$ cat config.mk
export PLATFORM = sky130hd
export DESIGN_NAME = instr_fetch_unit_flat
export DESIGN_NICKNAME = d
export VERILOG_FILES = /design/src/rtl/cpu8_pkg.sv /design/src/rtl/instr_fetch_unit_if.sv /design/src/rtl/instr_length_decoder.sv /design/src/rtl/instr_fetch_unit.sv /design/src/flat_wrapper.sv
export SDC_FILE = /design/constraint.sdc
export NUM_CORES = 1
export LEC_CHECK = 0
export BUFFER_PORTS_ARGS = -buffer_cell sky130_fd_sc_hd__clkbuf_2
export CAP_MARGIN = 30
export CORE_MARGIN = 1
export CORE_UTILIZATION = 51
export CTS_BUF_LIST = sky130_fd_sc_hd__clkbuf_16
export DETAILED_ROUTE_END_ITERATION = 6
export PLACE_DENSITY = 0.87
export REMOVE_ABC_BUFFERS = 1
export SYNTH_ARGS = -nofsm -noshare
export SYNTH_HDL_FRONTEND = slang
export SYNTH_SLANG_ARGS = --single-unit
$ cat constraint.sdc
create_clock -name clk -period 4.5 [get_ports clk]
set_input_delay 0.675 -clock clk [delete_from_list [all_inputs] [get_ports clk]]
set_output_delay 0.675 -clock clk [all_outputs]
set_load 0.02 [all_outputs]
$ cat src/rtl/cpu8_pkg.sv
// Shared definitions for the 8-bit CPU: opcode map, fetch FSM encoding and
// the instruction-length helpers used by the fetch unit's decoder.
package cpu8_pkg;

    // Loads and stores, two bytes each (opcode + operand)
    localparam logic [7:0] LDA_IMM = 8'h10;
    localparam logic [7:0] LDA_ABS = 8'h11;
    localparam logic [7:0] STA_ABS = 8'h12;
    localparam logic [7:0] LDX_IMM = 8'h13;
    localparam logic [7:0] LDX_ABS = 8'h14;
    localparam logic [7:0] STX_ABS = 8'h15;

    // ALU operations, one byte each
    localparam logic [7:0] ADD     = 8'h20;
    localparam logic [7:0] SUB     = 8'h21;
    localparam logic [7:0] ANDA    = 8'h22;
    localparam logic [7:0] ORA     = 8'h23;
    localparam logic [7:0] EOR     = 8'h24;
    localparam logic [7:0] INCA    = 8'h25;
    localparam logic [7:0] DECA    = 8'h26;
    localparam logic [7:0] NOP     = 8'h27;

    // Branches, two bytes each (opcode + absolute target)
    localparam logic [7:0] JMP     = 8'h30;
    localparam logic [7:0] BEQ     = 8'h31;
    localparam logic [7:0] BNE     = 8'h32;
    localparam logic [7:0] BCS     = 8'h33;
    localparam logic [7:0] BCC     = 8'h34;
    localparam logic [7:0] BMI     = 8'h35;
    localparam logic [7:0] BPL     = 8'h36;
    localparam logic [7:0] CALL    = 8'h37;
    localparam logic [7:0] BCD     = 8'h38;

    // Fetch FSM: one ROM address cycle and one data cycle per byte, then issue
    typedef enum logic [2:0] {
        FETCH_OP  = 3'd0,
        WAIT_OP   = 3'd1,
        FETCH_ARG = 3'd2,
        WAIT_ARG  = 3'd3,
        ISSUE     = 3'd4
    } fetch_state_e;

    // True for opcodes that carry an operand byte
    function automatic logic is_two_byte(input logic [7:0] op);
        return ((op >= LDA_IMM) && (op <= STX_ABS)) ||
               ((op >= JMP) && (op <= BCD));
    endfunction

    // True for single-byte ALU opcodes
    function automatic logic is_alu(input logic [7:0] op);
        return (op >= ADD) && (op <= NOP);
    endfunction

    // True for any opcode in the instruction set
    function automatic logic is_legal(input logic [7:0] op);
        return is_two_byte(op) || is_alu(op);
    endfunction

endpackage

$ cat src/rtl/instr_fetch_unit_if.sv
// Bus between the fetch unit, the program ROM and the execute stage.
// master = fetch unit side, slave = ROM plus execute/control side.
interface instr_fetch_unit_if;

    logic [7:0] rom_addr;
    logic       rom_en;
    logic [7:0] rom_data;

    logic       instr_valid;
    logic       instr_ready;
    logic [7:0] opcode;
    logic [7:0] operand;
    logic       has_operand;
    logic       illegal_op;

    logic       branch_taken;
    logic [7:0] branch_target;

    modport master (
        output rom_addr, rom_en,
        input  rom_data,
        output instr_valid, opcode, operand, has_operand, illegal_op,
        input  instr_ready, branch_taken, branch_target
    );

    modport slave (
        input  rom_addr, rom_en,
        output rom_data,
        input  instr_valid, opcode, operand, has_operand, illegal_op,
        output instr_ready, branch_taken, branch_target
    );

endinterface

$ cat src/rtl/instr_length_decoder.sv
// Purely combinational opcode classifier: instruction length and legality.
// Unknown opcodes are reported illegal and treated as single-byte.
module instr_length_decoder
    import cpu8_pkg::*;
(
    input  logic [7:0] op,
    output logic       has_operand,
    output logic       illegal_op
);

    // Classify the opcode byte currently on the ROM data bus
    always_comb begin
        has_operand = is_two_byte(op);
        illegal_op  = !is_legal(op);
    end

endmodule

$ cat src/rtl/instr_fetch_unit.sv
// Front end of the 8-bit CPU. Owns the program counter, walks the synchronous
// program ROM one byte at a time and hands complete instructions to the
// execute stage over a valid/ready handshake. No prefetch: the next fetch
// starts the cycle after an instruction is accepted, so a branch redirect
// never has to squash anything.
module instr_fetch_unit
    import cpu8_pkg::*;
#(
    parameter logic [7:0] RESET_PC  = 8'h00,
    parameter int         ROM_DEPTH = 128
) (
    input  logic                      clk,
    input  logic                      reset,
    instr_fetch_unit_if.master        bus,
    output logic [7:0]                pc
);

    fetch_state_e state_q, state_d;
    logic [7:0]   pc_q, pc_d;
    logic [7:0]   opcode_q, opcode_d;
    logic [7:0]   operand_q, operand_d;
    logic         has_operand_q, has_operand_d;
    logic         illegal_op_q, illegal_op_d;

    logic         dec_has_operand;
    logic         dec_illegal_op;

    // The decoder looks at the raw ROM byte; its result only matters in WAIT_OP
    instr_length_decoder u_length_decoder (
        .op          (bus.rom_data),
        .has_operand (dec_has_operand),
        .illegal_op  (dec_illegal_op)
    );

    // Next-state logic: sequence the byte fetches, latch the instruction, redirect on accept
    always_comb begin
        state_d       = state_q;
        pc_d          = pc_q;
        opcode_d      = opcode_q;
        operand_d     = operand_q;
        has_operand_d = has_operand_q;
        illegal_op_d  = illegal_op_q;

        case (state_q)
            FETCH_OP: begin
                state_d = WAIT_OP;
            end

            WAIT_OP: begin
                opcode_d      = bus.rom_data;
                pc_d          = pc_q + 8'd1;
                has_operand_d = dec_has_operand;
                illegal_op_d  = dec_illegal_op;
                if (dec_has_operand) begin
                    state_d = FETCH_ARG;
                end else begin
                    operand_d = 8'h00;
                    state_d   = ISSUE;
                end
            end

            FETCH_ARG: begin
                state_d = WAIT_ARG;
            end

            WAIT_ARG: begin
                operand_d = bus.rom_data;
                pc_d      = pc_q + 8'd1;
                state_d   = ISSUE;
            end

            ISSUE: begin
                if (bus.instr_ready) begin
                    pc_d    = bus.branch_taken ? bus.branch_target : pc_q;
                    state_d = FETCH_OP;
                end
            end

            default: begin
                state_d = FETCH_OP;
            end
        endcase
    end

    // State register; reset discards any partial or pending instruction
    always_ff @(posedge clk) begin
        if (!reset) begin
            state_q       <= FETCH_OP;
            pc_q          <= RESET_PC;
            opcode_q      <= 8'h00;
            operand_q     <= 8'h00;
            has_operand_q <= 1'b0;
            illegal_op_q  <= 1'b0;
        end else begin
            state_q       <= state_d;
            pc_q          <= pc_d;
            opcode_q      <= opcode_d;
            operand_q     <= operand_d;
            has_operand_q <= has_operand_d;
            illegal_op_q  <= illegal_op_d;
        end
    end

    // The ROM address is always the PC; locations past the implemented depth are not enabled
    assign bus.rom_addr    = pc_q;
    assign bus.rom_en      = (int'(pc_q) < ROM_DEPTH);

    assign bus.instr_valid = (state_q == ISSUE);
    assign bus.opcode      = opcode_q;
    assign bus.operand     = operand_q;
    assign bus.has_operand = has_operand_q;
    assign bus.illegal_op  = illegal_op_q;

    assign pc              = pc_q;

endmodule

$ cat src/flat_wrapper.sv
// flat-port wrapper written by rule: the top's interface ports become plain ports
module instr_fetch_unit_flat import cpu8_pkg::*;
#(
    parameter logic [7:0] RESET_PC  = 8'h00,
    parameter int         ROM_DEPTH = 128
)
  (clk, reset, pc, bus_rom_addr, bus_rom_en, bus_rom_data, bus_instr_valid, bus_opcode, bus_operand, bus_has_operand, bus_illegal_op, bus_instr_ready, bus_branch_taken, bus_branch_target);
  instr_fetch_unit_if bus_i ();
  input  logic clk;
  input  logic reset;
  output logic [7:0] pc;
  output wire logic [$bits(bus_i.rom_addr)-1:0] bus_rom_addr;
  output wire logic [$bits(bus_i.rom_en)-1:0] bus_rom_en;
  input wire logic [$bits(bus_i.rom_data)-1:0] bus_rom_data;
  output wire logic [$bits(bus_i.instr_valid)-1:0] bus_instr_valid;
  output wire logic [$bits(bus_i.opcode)-1:0] bus_opcode;
  output wire logic [$bits(bus_i.operand)-1:0] bus_operand;
  output wire logic [$bits(bus_i.has_operand)-1:0] bus_has_operand;
  output wire logic [$bits(bus_i.illegal_op)-1:0] bus_illegal_op;
  input wire logic [$bits(bus_i.instr_ready)-1:0] bus_instr_ready;
  input wire logic [$bits(bus_i.branch_taken)-1:0] bus_branch_taken;
  input wire logic [$bits(bus_i.branch_target)-1:0] bus_branch_target;
  assign bus_rom_addr = bus_i.rom_addr;
  assign bus_rom_en = bus_i.rom_en;
  assign bus_i.rom_data = bus_rom_data;
  assign bus_instr_valid = bus_i.instr_valid;
  assign bus_opcode = bus_i.opcode;
  assign bus_operand = bus_i.operand;
  assign bus_has_operand = bus_i.has_operand;
  assign bus_illegal_op = bus_i.illegal_op;
  assign bus_i.instr_ready = bus_instr_ready;
  assign bus_i.branch_taken = bus_branch_taken;
  assign bus_i.branch_target = bus_branch_target;
  instr_fetch_unit #(.RESET_PC(RESET_PC), .ROM_DEPTH(ROM_DEPTH)) u_core (.clk(clk), .reset(reset), .bus(bus_i), .pc(pc));
endmodule
# Word level (Yosys, flattened, before mapping)
# Index checks and enable logic that the tools add are counted.
dict set report word_totals {
  ff_bits 29
  in_bits 20
  output_inout_bits 36
  word_cells 41
}
dict set report op_classes {
  n_addsub 1
  order_cmp 7
  n_eq_ne 7
  mux 8
  n_reduce_logical 12
}
# op count
set ops {}
lappend ops {{8-bit one-hot mux with 2 select lines} 2}
lappend ops {{8-bit 2-to-1 mux} 3}
lappend ops {{8-bit by 6-bit greater-or-equal comparator with 1-bit output, second input constant} 2}
lappend ops {{8-bit by 6-bit less-or-equal comparator with 1-bit output, second input constant} 2}
lappend ops {{3-bit one-hot mux with 5 select lines} 1}
lappend ops {{8-bit by 1-bit adder with 8-bit output, second input constant} 1}
lappend ops {{8-bit by 5-bit greater-or-equal comparator with 1-bit output, second input constant} 1}
lappend ops {{8-bit by 5-bit less-or-equal comparator with 1-bit output, second input constant} 1}
lappend ops {{8-bit < comparator, second input constant} 1}
lappend ops {{3-bit by 2-bit == test with 1-bit output, second input constant} 2}
lappend ops {{3-bit 2-to-1 mux} 2}
lappend ops {{2-bit by 1-bit != test with 1-bit output, second input constant} 2}
lappend ops {{2-bit nonzero test} 2}
lappend ops {{3-bit by 1-bit == test with 1-bit output, second input constant} 1}
lappend ops {{3-bit == test, second input constant} 1}
lappend ops {{1-bit logical AND} 3}
lappend ops {{3-bit zero test} 1}
lappend ops {{3-bit AND reduction} 1}
lappend ops {{1-bit logical OR} 2}
lappend ops {{2-bit != test, second input constant} 1}
lappend ops {{2-bit AND reduction} 1}
lappend ops {{2-bit OR reduction} 1}
lappend ops {{1-bit zero test} 1}

# Depth between registers and ports, before layout
# Gate-level depths: netlist (run 1).
dict set report logic_depth {
  ltp_word 5
  mapped_depth 6
  depth_no_buf 5
}

# Hierarchy
# Synthesis (run 1) repeated with hierarchy kept, for this count alone.
dict set report hier_totals {
  cells_unflattened 152
  hier_area_um2 1382.6
}
# mod instances cells_each area_each_um2 seq_area_each_um2
set modules_own_cells {}
lappend modules_own_cells {instr_fetch_unit 1 143 1320.0 580.6}
lappend modules_own_cells {instr_length_decoder 1 9 62.6 0.0}

# Worst setup path before layout (run 1)
# OpenSTA, ideal clock, no wires.
dict set report synth_timing {
  kind {input port to flip-flop}
  from {in bus_rom_data[0]}
  to {reg u_core.state_q[2]}
  setup_ns 0.117
  t_arrival_ns 1.779
  t_required_ns 4.383
  path_slack_ns 2.604
  stages 4
  n_path_buf 0
  cell_sequence {or3b_4 > a211oi_4 > nand3b_4 > a32o_2}
}
dict set report synth_between {
  elab_chain_cells 5
  elab_cells_between_ends 9
  cone_classes {4 x order compare; 2 x mux; 3 x reduce/logical}
}
# element line
set synth_lines {}
lappend synth_lines {{start, declared} flat_wrapper.sv:14} ;# input wire logic [$bits(bus_i.rom_data)-1:0] bus_rom_data;
lappend synth_lines {{8-bit by 5-bit greater-or-equal comparator with 1-bit output (tied with other cells)} cpu8_pkg.sv:45} ;# return ((op >= LDA_IMM) && (op <= STX_ABS)) ||
lappend synth_lines {{1-bit logical AND (on tied branches)} {cpu8_pkg.sv:45, cpu8_pkg.sv:46}}
lappend synth_lines {{1-bit logical OR *} cpu8_pkg.sv:45}
lappend synth_lines {{3-bit 2-to-1 mux *} instr_fetch_unit.sv:54} ;# if (dec_has_operand) begin
lappend synth_lines {{3-bit one-hot mux with 5 select lines *} instr_fetch_unit.sv:44} ;# case (state_q)
lappend synth_lines {{end signal, assigned} instr_fetch_unit.sv:95} ;# state_q <= state_d;
lappend synth_lines {{end, declared} instr_fetch_unit.sv:18} ;# fetch_state_e state_q, state_d;
# Every way passes the cells marked *; elsewhere a longest branch is shown, timed or not.
# A chain may end at the register's enable or synchronous reset.

# Worst setup path in the final report (run 1)
dict set report layout_timing {
  from {reg u_core.state_q[1]}
  to {out bus_instr_valid}
}
dict set report layout_between {
  elab_chain_cells 1
}
# element line
set layout_lines {}
lappend layout_lines {{3-bit == test} instr_fetch_unit.sv:108} ;# assign bus.instr_valid = (state_q == ISSUE);
lappend layout_lines {{end, declared} flat_wrapper.sv:15} ;# output wire logic [$bits(bus_i.instr_valid)-1:0] bus_instr_valid;
# Every way passes these cells.

==> results.sh, run 1 <==
export IMPL_worst_r2r_endpoint="u_core.bus.rom_addr[4]"
export IMPL_viasPerCell=5.81
export IMPL_finalHoldViolations=0
export IMPL_final_setup_viol_count=0
export IMPL_run_status="completed"
export IMPL_numCtsBuffers=5
export IMPL_first_global_vias=1271
export IMPL_crit_arrival_ns=1.96
export IMPL_tritoncts="built"
export IMPL_ff_latch_count_synth=29
export IMPL_cp_end_kind="output pin"
export IMPL_reg2reg_from="u_core.state_q[1]"
export IMPL_final_period_utilization=0.585
export IMPL_clock_tree_buffer_depth=2
export IMPL_critPathRequiredTime_ns=3.83
export IMPL_dp_cells=246
export IMPL_relSlewSlack=0.512
export IMPL_routed_wl_um=3510
export IMPL_grtUsageTotal=0.231
export IMPL_htreeDepth=2
export IMPL_worst_setup_hold_path_clk_slew_ns=0.05
export IMPL_yosys_warnings=0
export IMPL_pwr_share_seq=0.403
export IMPL_die_height_um=55.2
export IMPL_drt_first_pass_iters=4
export IMPL_maxClockFrequency_ghz=0.380
export IMPL_ys_async_sr_fraction=0
export IMPL_static_leakage_power_nw=0.795
export IMPL_synth_seq_area_share=0.402
export IMPL_finalCriticalPeriod_ns=2.63
export IMPL_max_slew_worst_pin_slew_ns=0.730
export IMPL_synth_cell_area_um2=1440
export IMPL_grt_max_degree=19
export IMPL_worst_hold_path_type="register to register"
export IMPL_critical_path_startpoint_type="register"
export IMPL_drt_iter0_drc=60
export IMPL_core_region_area_um2=2570
export IMPL_grt_setup_unrepaired="false"
export IMPL_p_clk_frac=0.438
export IMPL_layout_commonest_cell="sky130_fd_sc_hd__clkbuf_2"
export IMPL_clk_insertion_delay_late_ns=0.27
export IMPL_synth_cells=179
export IMPL_path_class="register to output pin"
export IMPL_layout_common_cells="sky130_fd_sc_hd__clkbuf_2 (55), sky130_fd_sc_hd__dfxtp_1 (29), sky130_fd_sc_hd__nand2_1 (24), sky130_fd_sc_hd__a21oi_1 (23), sky130_fd_sc_hd__o21ai_0 (21)"
export IMPL_clock_skew_ns=0.00384
export IMPL_clk_sink_count=29
export IMPL_drive_gt1_frac=0.317
export IMPL_grt_antenna_before_repair=0
export IMPL_timing_reg2reg_setup_slack_ns=2.23
export IMPL_placement_rows=18
export IMPL_cts_hold_buffers=0
export IMPL_grt_overflow=0
export IMPL_die_width_um=55.2
export IMPL_stdcell_count=254
export IMPL_place_detailed_hpwl_um=2510
export IMPL_antenna_diode_count=0
export IMPL_synthToLayoutAreaGrowth_pct=23.8
export IMPL_io_buffers=55
export IMPL_post_cts_setup_buffer_count=0
export IMPL_post_synth_cell_area_avg_um2=8.07
export IMPL_cellInternalPower_uw=507
export IMPL_r2r_cell_count=5
export IMPL_boundaryPins=56
export IMPL_dr_total_vias=1476
export IMPL_routed_wire_length_per_instance_um=13.8
export IMPL_cts_repair_resize_count=0
export IMPL_power_switching_uw=192
export IMPL_synth_edf_count=0
export IMPL_switching_share=0.275
export IMPL_effective_utilization_at_floorplan=0.562
export IMPL_worstHoldStart="u_core.state_q[0]"
export IMPL_cellPowerDensity_nw_per_um2=391
export IMPL_setup_total_negative_slack_ns=0
export IMPL_place_congestion=0.750
export IMPL_synthFlopType="sky130_fd_sc_hd__dfxtp_1"
export IMPL_final_max_slew_viol_count=0
export IMPL_hold_depth=1
export IMPL_crit_path_max_fanout=16
export IMPL_drc=0
export IMPL_finish_net_count=244
export IMPL_max_cap_violations=0
export IMPL_root_buffer="sky130_fd_sc_hd__clkbuf_16"
export IMPL_die_area_um2=3050
export IMPL_post_synth_num_cell_types=43
export IMPL_share_of_power_burned_in_combinational_logic=0.159
export IMPL_grt_pass1_wl_um=5660
export IMPL_drtAntennaViolNets=0
export IMPL_worstHoldEndpoint="u_core.state_q[0]"
export IMPL_vdd_ir_drop_worst_mv=0.386
power groups by stage:
stage | logic [mW] | clock network [mW] | registers (mW)
after floorplan | 0.0513 | 0 | 0.303
after global placement | 0.108 | 0 | 0.286
after detailed placement | 0.110 | 0 | 0.286
after CTS | 0.111 | 0.309 | 0.281
after global routing | 0.121 | 0.323 | 0.283
final | 0.111 | 0.306 | 0.282
registers in the layout, summed over array words and instances, names as in the netlist:
signal / cells
u_core.bus.illegal_op: 1
u_core.bus.has_operand: 1
u_core.bus.rom_addr: 8
u_core.bus.opcode: 8
u_core.state_q: 3
u_core.bus.operand: 8
worst max-delay path by stage:
stage                     slack [ns]              end              start
after detailed placement        2.20  bus_instr_valid  u_core.state_q[1]
after global placement          2.21  bus_instr_valid  u_core.state_q[1]
after floorplan                 2.53  bus_instr_valid  u_core.state_q[1]
final                           1.87  bus_instr_valid  u_core.state_q[1]
after CTS                       1.88  bus_instr_valid  u_core.state_q[1]
after global routing            1.77  bus_instr_valid  u_core.state_q[1]
cells by family after synthesis:
family                     count (synthesis)  share of synthesized area
and+or+nand+nor                           60                      0.206
adders and majority gates                  1                    0.00866
buffers and inverters                     23                     0.0867
AOI/OAI and AO/OA                         66                      0.296
DFF                                       29                      0.402
critical path, stage by stage (launching register included):
cell                       delay (ns)
sky130_fd_sc_hd__dfxtp_1         0.42
sky130_fd_sc_hd__or3b_1          0.58
sky130_fd_sc_hd__inv_1           0.42
sky130_fd_sc_hd__clkbuf_2        0.25
layout make-up:
cell class	count	area (µm²)
Clock buffer	5	125
Clock inverter	3	12.5
Fill cell	229	779
Inverter	5	18.8
Multi-Input combinational cell	127	738
Sequential cell	29	581
Tap cell	30	37.5
Timing Repair Buffer	55	275
per-layer routing:
metal  GRT usage  share of wire  vias up
met5           0              0        -
met4      0.0750          0.016        0
met2       0.386           0.48       79
li1            -              -      721
met3      0.0726          0.075        6
met1       0.283           0.43      670
through the flow:
stage	instance area [µm²]	util	worst slack (ns)	power (mW)	hold WS (ns)
floorplan	1340	-	2.53	0.354	0.425
global placement	1650	0.643	2.21	0.394	0.443
detailed placement	1650	0.643	2.20	0.396	0.453
CTS	1790	0.696	1.88	0.701	0.464
global route	1790	0.696	1.77	0.728	0.508
finish	1790	0.696	1.87	0.699	0.459
synth_stat cells (2+ instances only):
cell,n,area (µm²)
sky130_fd_sc_hd__nand3_1,4,20.0
sky130_fd_sc_hd__a31oi_1,3,18.8
sky130_fd_sc_hd__inv_1,5,18.8
sky130_fd_sc_hd__buf_4,8,60.1
sky130_fd_sc_hd__nand2b_1,3,18.8
sky130_fd_sc_hd__o211ai_1,2,15.0
sky130_fd_sc_hd__o21ai_0,21,105
sky130_fd_sc_hd__a21oi_1,23,115
sky130_fd_sc_hd__dfxtp_1,29,581
sky130_fd_sc_hd__nor4_1,2,12.5
sky130_fd_sc_hd__nand2_1,24,90.1
sky130_fd_sc_hd__nor2_1,16,60.1
sky130_fd_sc_hd__clkbuf_1,8,30.0
sky130_fd_sc_hd__nand4_1,2,12.5
(Power assumes the default switching activity.)
==> run 2: changes to the inputs <==
--- a/config.mk
+++ b/config.mk
@@ -8,10 +8,10 @@
 export BUFFER_PORTS_ARGS = -buffer_cell sky130_fd_sc_hd__clkbuf_2
 export CAP_MARGIN = 30
 export CORE_MARGIN = 1
-export CORE_UTILIZATION = 51
+export CORE_UTILIZATION = 48
 export CTS_BUF_LIST = sky130_fd_sc_hd__clkbuf_16
 export DETAILED_ROUTE_END_ITERATION = 6
-export PLACE_DENSITY = 0.87
+export PLACE_DENSITY = 0.83
 export REMOVE_ABC_BUFFERS = 1
 export SYNTH_ARGS = -nofsm -noshare
 export SYNTH_HDL_FRONTEND = slang
==> constraint.sdc (replaced) <==
create_clock -name clk -period 2.73 [get_ports clk]
set_input_delay 0.4095 -clock clk [delete_from_list [all_inputs] [get_ports clk]]
set_output_delay 0.4095 -clock clk [all_outputs]
set_load 0.02 [all_outputs]
==> run 2 against run 1 <==
The run now ends with DRC left. Cell area increased by 3.0%. First-iteration DRC count increased by 27%. Critical path depth unchanged. Critical endpoint unchanged.
==> results.sh, run 2 (synthesis results as in run 1) <==
export IMPL_run_status="finished, violations left"
export IMPL_violations="DRC"
export IMPL_viasPerCell=5.69
export IMPL_grt_overflow=0
export IMPL_vdd_ir_drop_worst_mv=0.572
export IMPL_clk_sink_count=29
export IMPL_synthToLayoutAreaGrowth_pct=27.6
export IMPL_critical_path_startpoint="u_core.state_q[1]"
export IMPL_post_cts_setup_buffer_count=0
export IMPL_capture_point_of_the_critical_path="bus_instr_valid"
export IMPL_grt_antenna_before_repair=0
export IMPL_maxClockFrequency_ghz=0.426
export IMPL_dr_total_vias=1451
export IMPL_die_width_um=56.8
export IMPL_worst_setup_hold_path_clk_slew_ns=0.05
export IMPL_numCtsBuffers=5
export IMPL_drive_gt1_frac=0.326
export IMPL_critical_path_slowest_cell="sky130_fd_sc_hd__or3b_1"
export IMPL_antenna_diode_count=0
export IMPL_first_global_vias=1203
export IMPL_place_congestion=0.817
export IMPL_stdcell_count=255
export IMPL_tritoncts="built"
export IMPL_setup_total_negative_slack_ns=0
export IMPL_io_buffers=55
export IMPL_final_setup_viol_count=0
export IMPL_htreeDepth=2
export IMPL_grt_max_degree=19
export IMPL_post_place_ws_ns=0.526
export IMPL_max_cap_violations=0
export IMPL_worst_r2r_endpoint="u_core.bus.rom_addr[4]"
export IMPL_final_max_slew_viol_count=0
export IMPL_worst_path_cell_chain="or3b_1 -> inv_1 -> clkbuf_2"
export IMPL_routed_wl_um=3300
export IMPL_relSlewSlack=0.509
export IMPL_finished_layout_cell_area_um2=1840
export IMPL_critical_path_startpoint_type="register"
export IMPL_placement_rows=19
export IMPL_layout_common_cells="sky130_fd_sc_hd__clkbuf_2 (55), sky130_fd_sc_hd__dfxtp_1 (29), sky130_fd_sc_hd__nand2_1 (24), sky130_fd_sc_hd__a21oi_1 (23), sky130_fd_sc_hd__o21ai_0 (21)"
export IMPL_placed_area_um2=1650
export IMPL_max_slew_worst_pin_slew_ns=0.735
export IMPL_finish_net_count=244
export IMPL_timing_reg2reg_setup_slack_ns=0.50
export IMPL_cellPowerDensity_nw_per_um2=733
export IMPL_effective_utilization_at_floorplan=0.515
export IMPL_crit_arrival_ns=1.94
export IMPL_drtAntennaViolNets=0
export IMPL_finalHoldViolations=0
export IMPL_timing_critical_path_slowest_cell_delay_ns=0.58
export IMPL_drt_first_pass_iters=6
export IMPL_clk_insertion_delay_late_ns=0.27
export IMPL_static_leakage_power_nw=0.820
export IMPL_die_area_um2=3230
export IMPL_clock_tree_buffer_depth=2
export IMPL_die_height_um=56.8
export IMPL_grt_setup_unrepaired="false"
export IMPL_r2r_cell_count=5
export IMPL_layout_commonest_cell="sky130_fd_sc_hd__clkbuf_2"
export IMPL_path_class="register to output pin"
export IMPL_place_detailed_hpwl_um=2360
export IMPL_core_region_area_um2=2810
export IMPL_crit_path_max_fanout=16
export IMPL_boundaryPins=56
export IMPL_grtUsageTotal=0.221
export IMPL_root_buffer="sky130_fd_sc_hd__clkbuf_16"
export IMPL_cts_repair_resize_count=0
export IMPL_postLayoutSetupSlackWorst_ns=0.381
export IMPL_totalPowerFinal_mw=1.35
export IMPL_finalCriticalPeriod_ns=2.35
export IMPL_cts_hold_buffers=0
export IMPL_final_period_utilization=0.860
export IMPL_routed_wire_length_per_instance_um=12.9
export IMPL_worst_hold_path_type="input port to register"
export IMPL_dp_cells=247
export IMPL_drt_iter0_drc=76
export IMPL_cp_end_kind="output pin"
export IMPL_clock_skew_ns=0.00512
export IMPL_reg2reg_from="u_core.state_q[1]"
export IMPL_grt_pass1_wl_um=5440
export IMPL_critPathRequiredTime_ns=2.32
export IMPL_drc=14
[run 2: cell types whose count changed in the layout (fill, tap and decap cells not counted)]
cell,delta
sky130_fd_sc_hd__bufinv_16,+2
sky130_fd_sc_hd__clkinv_1,-2
[run 2: critical path, delay by kind of cell (launching register included)]
kind	cells	cell delay, ns
buffers and inverters	2	0.67
DFF	1	0.42
and+or+nand+nor	1	0.58
[run 2: worst min-delay path by stage]
| stage | cells after the start | endpoint | start |
|---|---|---|---|
| floorplan | 1 | u_core.state_q[0] | u_core.state_q[0] |
| global route | 3 | u_core.bus.opcode[0] | bus_rom_data[0] |
| global placement | 1 | u_core.state_q[0] | u_core.state_q[0] |
| finish | 3 | u_core.bus.rom_addr[1] | bus_branch_target[1] |
| detailed placement | 1 | u_core.state_q[0] | u_core.state_q[0] |
| CTS | 3 | u_core.bus.opcode[6] | bus_rom_data[6] |
[run 2: through the flow]
stage | utilization | hold slack, ns
2_1_floorplan | - | 0.425
3_3_place_gp | 0.589 | 0.444
3_5_place_dp | 0.589 | 0.455
4_1_cts | 0.657 | 0.392
5_1_grt | 0.657 | 0.406
6_report | 0.657 | 0.393
[run 2: area by class of cell]
cell class	count	area [µm²]
multi-input combinational	127	738
clock inverter	3	65.1
inverter	5	18.8
timing repair buffer	55	275
clock buffer	5	125
sequential	29	581
fill	236	963
tap	31	38.8
[run 2: layer usage]
layer | share of wire | track usage | wire [µm]
met2 | 0.45 | 0.338 | 1500
met4 | 0.014 | 0.115 | 46
met1 | 0.44 | 0.275 | 1470
met5 | 0 | 0 | 0
met3 | 0.086 | 0.0737 | 284
[run 2: report_power, final]
| part | internal (mW) | switching [mW] | total, mW |
|---|---|---|---|
| Combinational | 0.0611 | 0.121 | 0.182 |
| Sequential | 0.446 | 0.0178 | 0.463 |
| Clock | 0.520 | 0.185 | 0.705 |
| Total | 1.03 | 0.323 | 1.35 |
==> run 3: changes to the inputs <==
--- a/config.mk
+++ b/config.mk
@@ -5,7 +5,7 @@
 export SDC_FILE = /design/constraint.sdc
 export NUM_CORES = 1
 export LEC_CHECK = 0
-export BUFFER_PORTS_ARGS = -buffer_cell sky130_fd_sc_hd__clkbuf_2
+export BUFFER_PORTS_ARGS = -buffer_cell sky130_fd_sc_hd__buf_2
 export CAP_MARGIN = 30
 export CORE_MARGIN = 1
 export CORE_UTILIZATION = 48
==> constraint.sdc (replaced) <==
create_clock -name clk -period 2.6 [get_ports clk]
set_input_delay 0.39 -clock clk [delete_from_list [all_inputs] [get_ports clk]]
set_output_delay 0.39 -clock clk [all_outputs]
set_load 0.02 [all_outputs]
==> run 3 against run 2 <==
The run still ends with DRC left. Global-route usage grew 0.47 points. Clock-buffer cell count is the same. Die area is the same. Clock power shrank 24%. Hold slack lost 0.021 ns. Non-clock buffer count grew 2. Sequential share of layout area grew 0.63 points. Critical endpoint unchanged. Largest power group unchanged.
==> results.sh, run 3 (synthesis results as in run 1) <==
export IMPL_numCtsBuffers=5
export IMPL_grt_util_met3=0.0507
export IMPL_finalCriticalPeriod_ns=2.12
export IMPL_drt_first_pass_iters=6
export IMPL_met2_usage=0.378
export IMPL_grt_overflow=0
export IMPL_viasPerCell=5.80
export IMPL_clk_sink_count=29
export IMPL_io_buffers=55
export IMPL_drc=14
export IMPL_worst_hold_path_type="input port to register"
export IMPL_post_cts_setup_buffer_count=0
export IMPL_relSlewSlack=0.591
export IMPL_setup_total_negative_slack_ns=0
export IMPL_core_region_area_um2=2810
export IMPL_root_buffer="sky130_fd_sc_hd__clkbuf_16"
export IMPL_vdd_ir_drop_worst_mv=0.419
export IMPL_critical_path_startpoint_type="register"
export IMPL_critical_path_slowest_cell="sky130_fd_sc_hd__dfxtp_1"
export IMPL_final_setup_viol_count=0
export IMPL_tritoncts="built"
export IMPL_layout_common_cells="sky130_fd_sc_hd__buf_2 (55), sky130_fd_sc_hd__dfxtp_1 (29), sky130_fd_sc_hd__nand2_1 (24), sky130_fd_sc_hd__a21oi_1 (23), sky130_fd_sc_hd__o21ai_0 (21)"
export IMPL_worst_setup_hold_path_clk_slew_ns=0.05
export IMPL_timing_critical_path_slowest_cell_delay_ns=0.41
export IMPL_globalRoute_busiestLayer="met2"
export IMPL_htreeDepth=2
export IMPL_static_leakage_power_nw=0.834
export IMPL_final_max_slew_viol_count=0
export IMPL_place_detailed_hpwl_um=2420
export IMPL_drive_gt1_frac=0.327
export IMPL_clock_tree_buffer_depth=2
export IMPL_grt_pass1_wl_um=5620
export IMPL_finish_net_count=246
export IMPL_drtAntennaViolNets=0
export IMPL_drt_iter0_drc=71
export IMPL_effective_utilization_at_floorplan=0.515
export IMPL_postLayoutCoreUtil=0.644
export IMPL_cellPowerDensity_nw_per_um2=675
export IMPL_timing_reg2reg_setup_slack_ns=0.66
export IMPL_violations="DRC"
export IMPL_die_width_um=56.8
export IMPL_antenna_diode_count=0
export IMPL_crit_family="buffers and inverters"
export IMPL_synthToLayoutAreaGrowth_pct=25.0
export IMPL_die_height_um=56.8
export IMPL_place_congestion=0.843
export IMPL_clock_skew_ns=0.00209
export IMPL_grtUsageTotal=0.226
export IMPL_crit_path_max_fanout=16
export IMPL_grt_antenna_before_repair=0
export IMPL_run_status="finished, violations left"
export IMPL_max_cap_violations=0
export IMPL_dr_total_vias=1491
export IMPL_maxClockFrequency_ghz=0.471
export IMPL_cts_repair_resize_count=0
export IMPL_gr_usage_met1=0.274
export IMPL_cts_hold_buffers=0
export IMPL_finalHoldViolations=0
export IMPL_critPathRequiredTime_ns=2.21
export IMPL_die_area_um2=3230
export IMPL_placement_rows=19
export IMPL_cp_end_kind="output pin"
export IMPL_first_global_vias=1299
export IMPL_worst_path_cell_chain="or3b_1 -> inv_1 -> buf_2"
export IMPL_cp_num_buf_inv=2
export IMPL_stdcell_count=257
export IMPL_final_period_utilization=0.817
export IMPL_routed_wire_length_per_instance_um=13.3
export IMPL_crit_arrival_ns=1.73
export IMPL_clk_insertion_delay_late_ns=0.27
export IMPL_totalPowerFinal_mw=1.22
export IMPL_grt_setup_unrepaired="false"
export IMPL_max_slew_worst_pin_slew_ns=0.612
export IMPL_path_class="register to output pin"
export IMPL_dp_cells=249
export IMPL_layout_commonest_cell="sky130_fd_sc_hd__buf_2"
export IMPL_grt_max_degree=19
export IMPL_routed_wl_um=3420
export IMPL_boundaryPins=56
-- run 3: cell type report --
cell class,instances,area [µm²]
Fill cell,247,1000
Multi-Input combinational cell,127,738
Sequential cell,29,581
Timing Repair Buffer,57,290
Clock buffer,5,125
Tap cell,31,38.8
Inverter,5,18.8
Clock inverter,3,13.8
-- run 3: where the power goes --
part | internal [mW] | switching (mW) | total (mW)
registers | 0.468 | 0.0189 | 0.487
clock network | 0.346 | 0.189 | 0.535
logic | 0.0686 | 0.128 | 0.196
-- run 3: per-layer routing --
| metal | vias up | share of wire |
|---|---|---|
| li1 | 725 | - |
| met1 | 685 | 0.42 |
| met2 | 75 | 0.48 |
| met3 | 6 | 0.080 |
| met4 | 0 | 0.012 |
| met5 | - | 0 |
-- run 3: path summary, 6_finish.rpt --
path / depth (start not counted) / from / to
worst max-delay path: 3 / u_core.state_q[1] / bus_instr_valid
worst min-delay path: 3 / bus_rom_data[6] / u_core.bus.operand[6]
worst max register to register: 5 / u_core.state_q[1] / u_core.bus.rom_addr[2]
worst min register to register: 1 / u_core.state_q[0] / u_core.state_q[0]
-- run 3: worst register-to-register path: cells and delay by family, from the launching register on --
kind / cells / cell delay (ns)
and+or+nand+nor: 1 / 0.41
buffers and inverters: 1 / 0.38
DFF: 1 / 0.41
AOI/OAI and AO/OA: 3 / 0.60
-- run 3: per-stage QoR --
step | cell area, µm² | hold WS, ns | setup slack [ns]
after global placement | 1670 | 0.450 | 0.744
after CTS | 1810 | 0.377 | 0.488
final | 1810 | 0.372 | 0.477
after global routing | 1810 | 0.395 | 0.388
after detailed placement | 1670 | 0.457 | 0.682
after floorplan | 1340 | 0.425 | 0.638
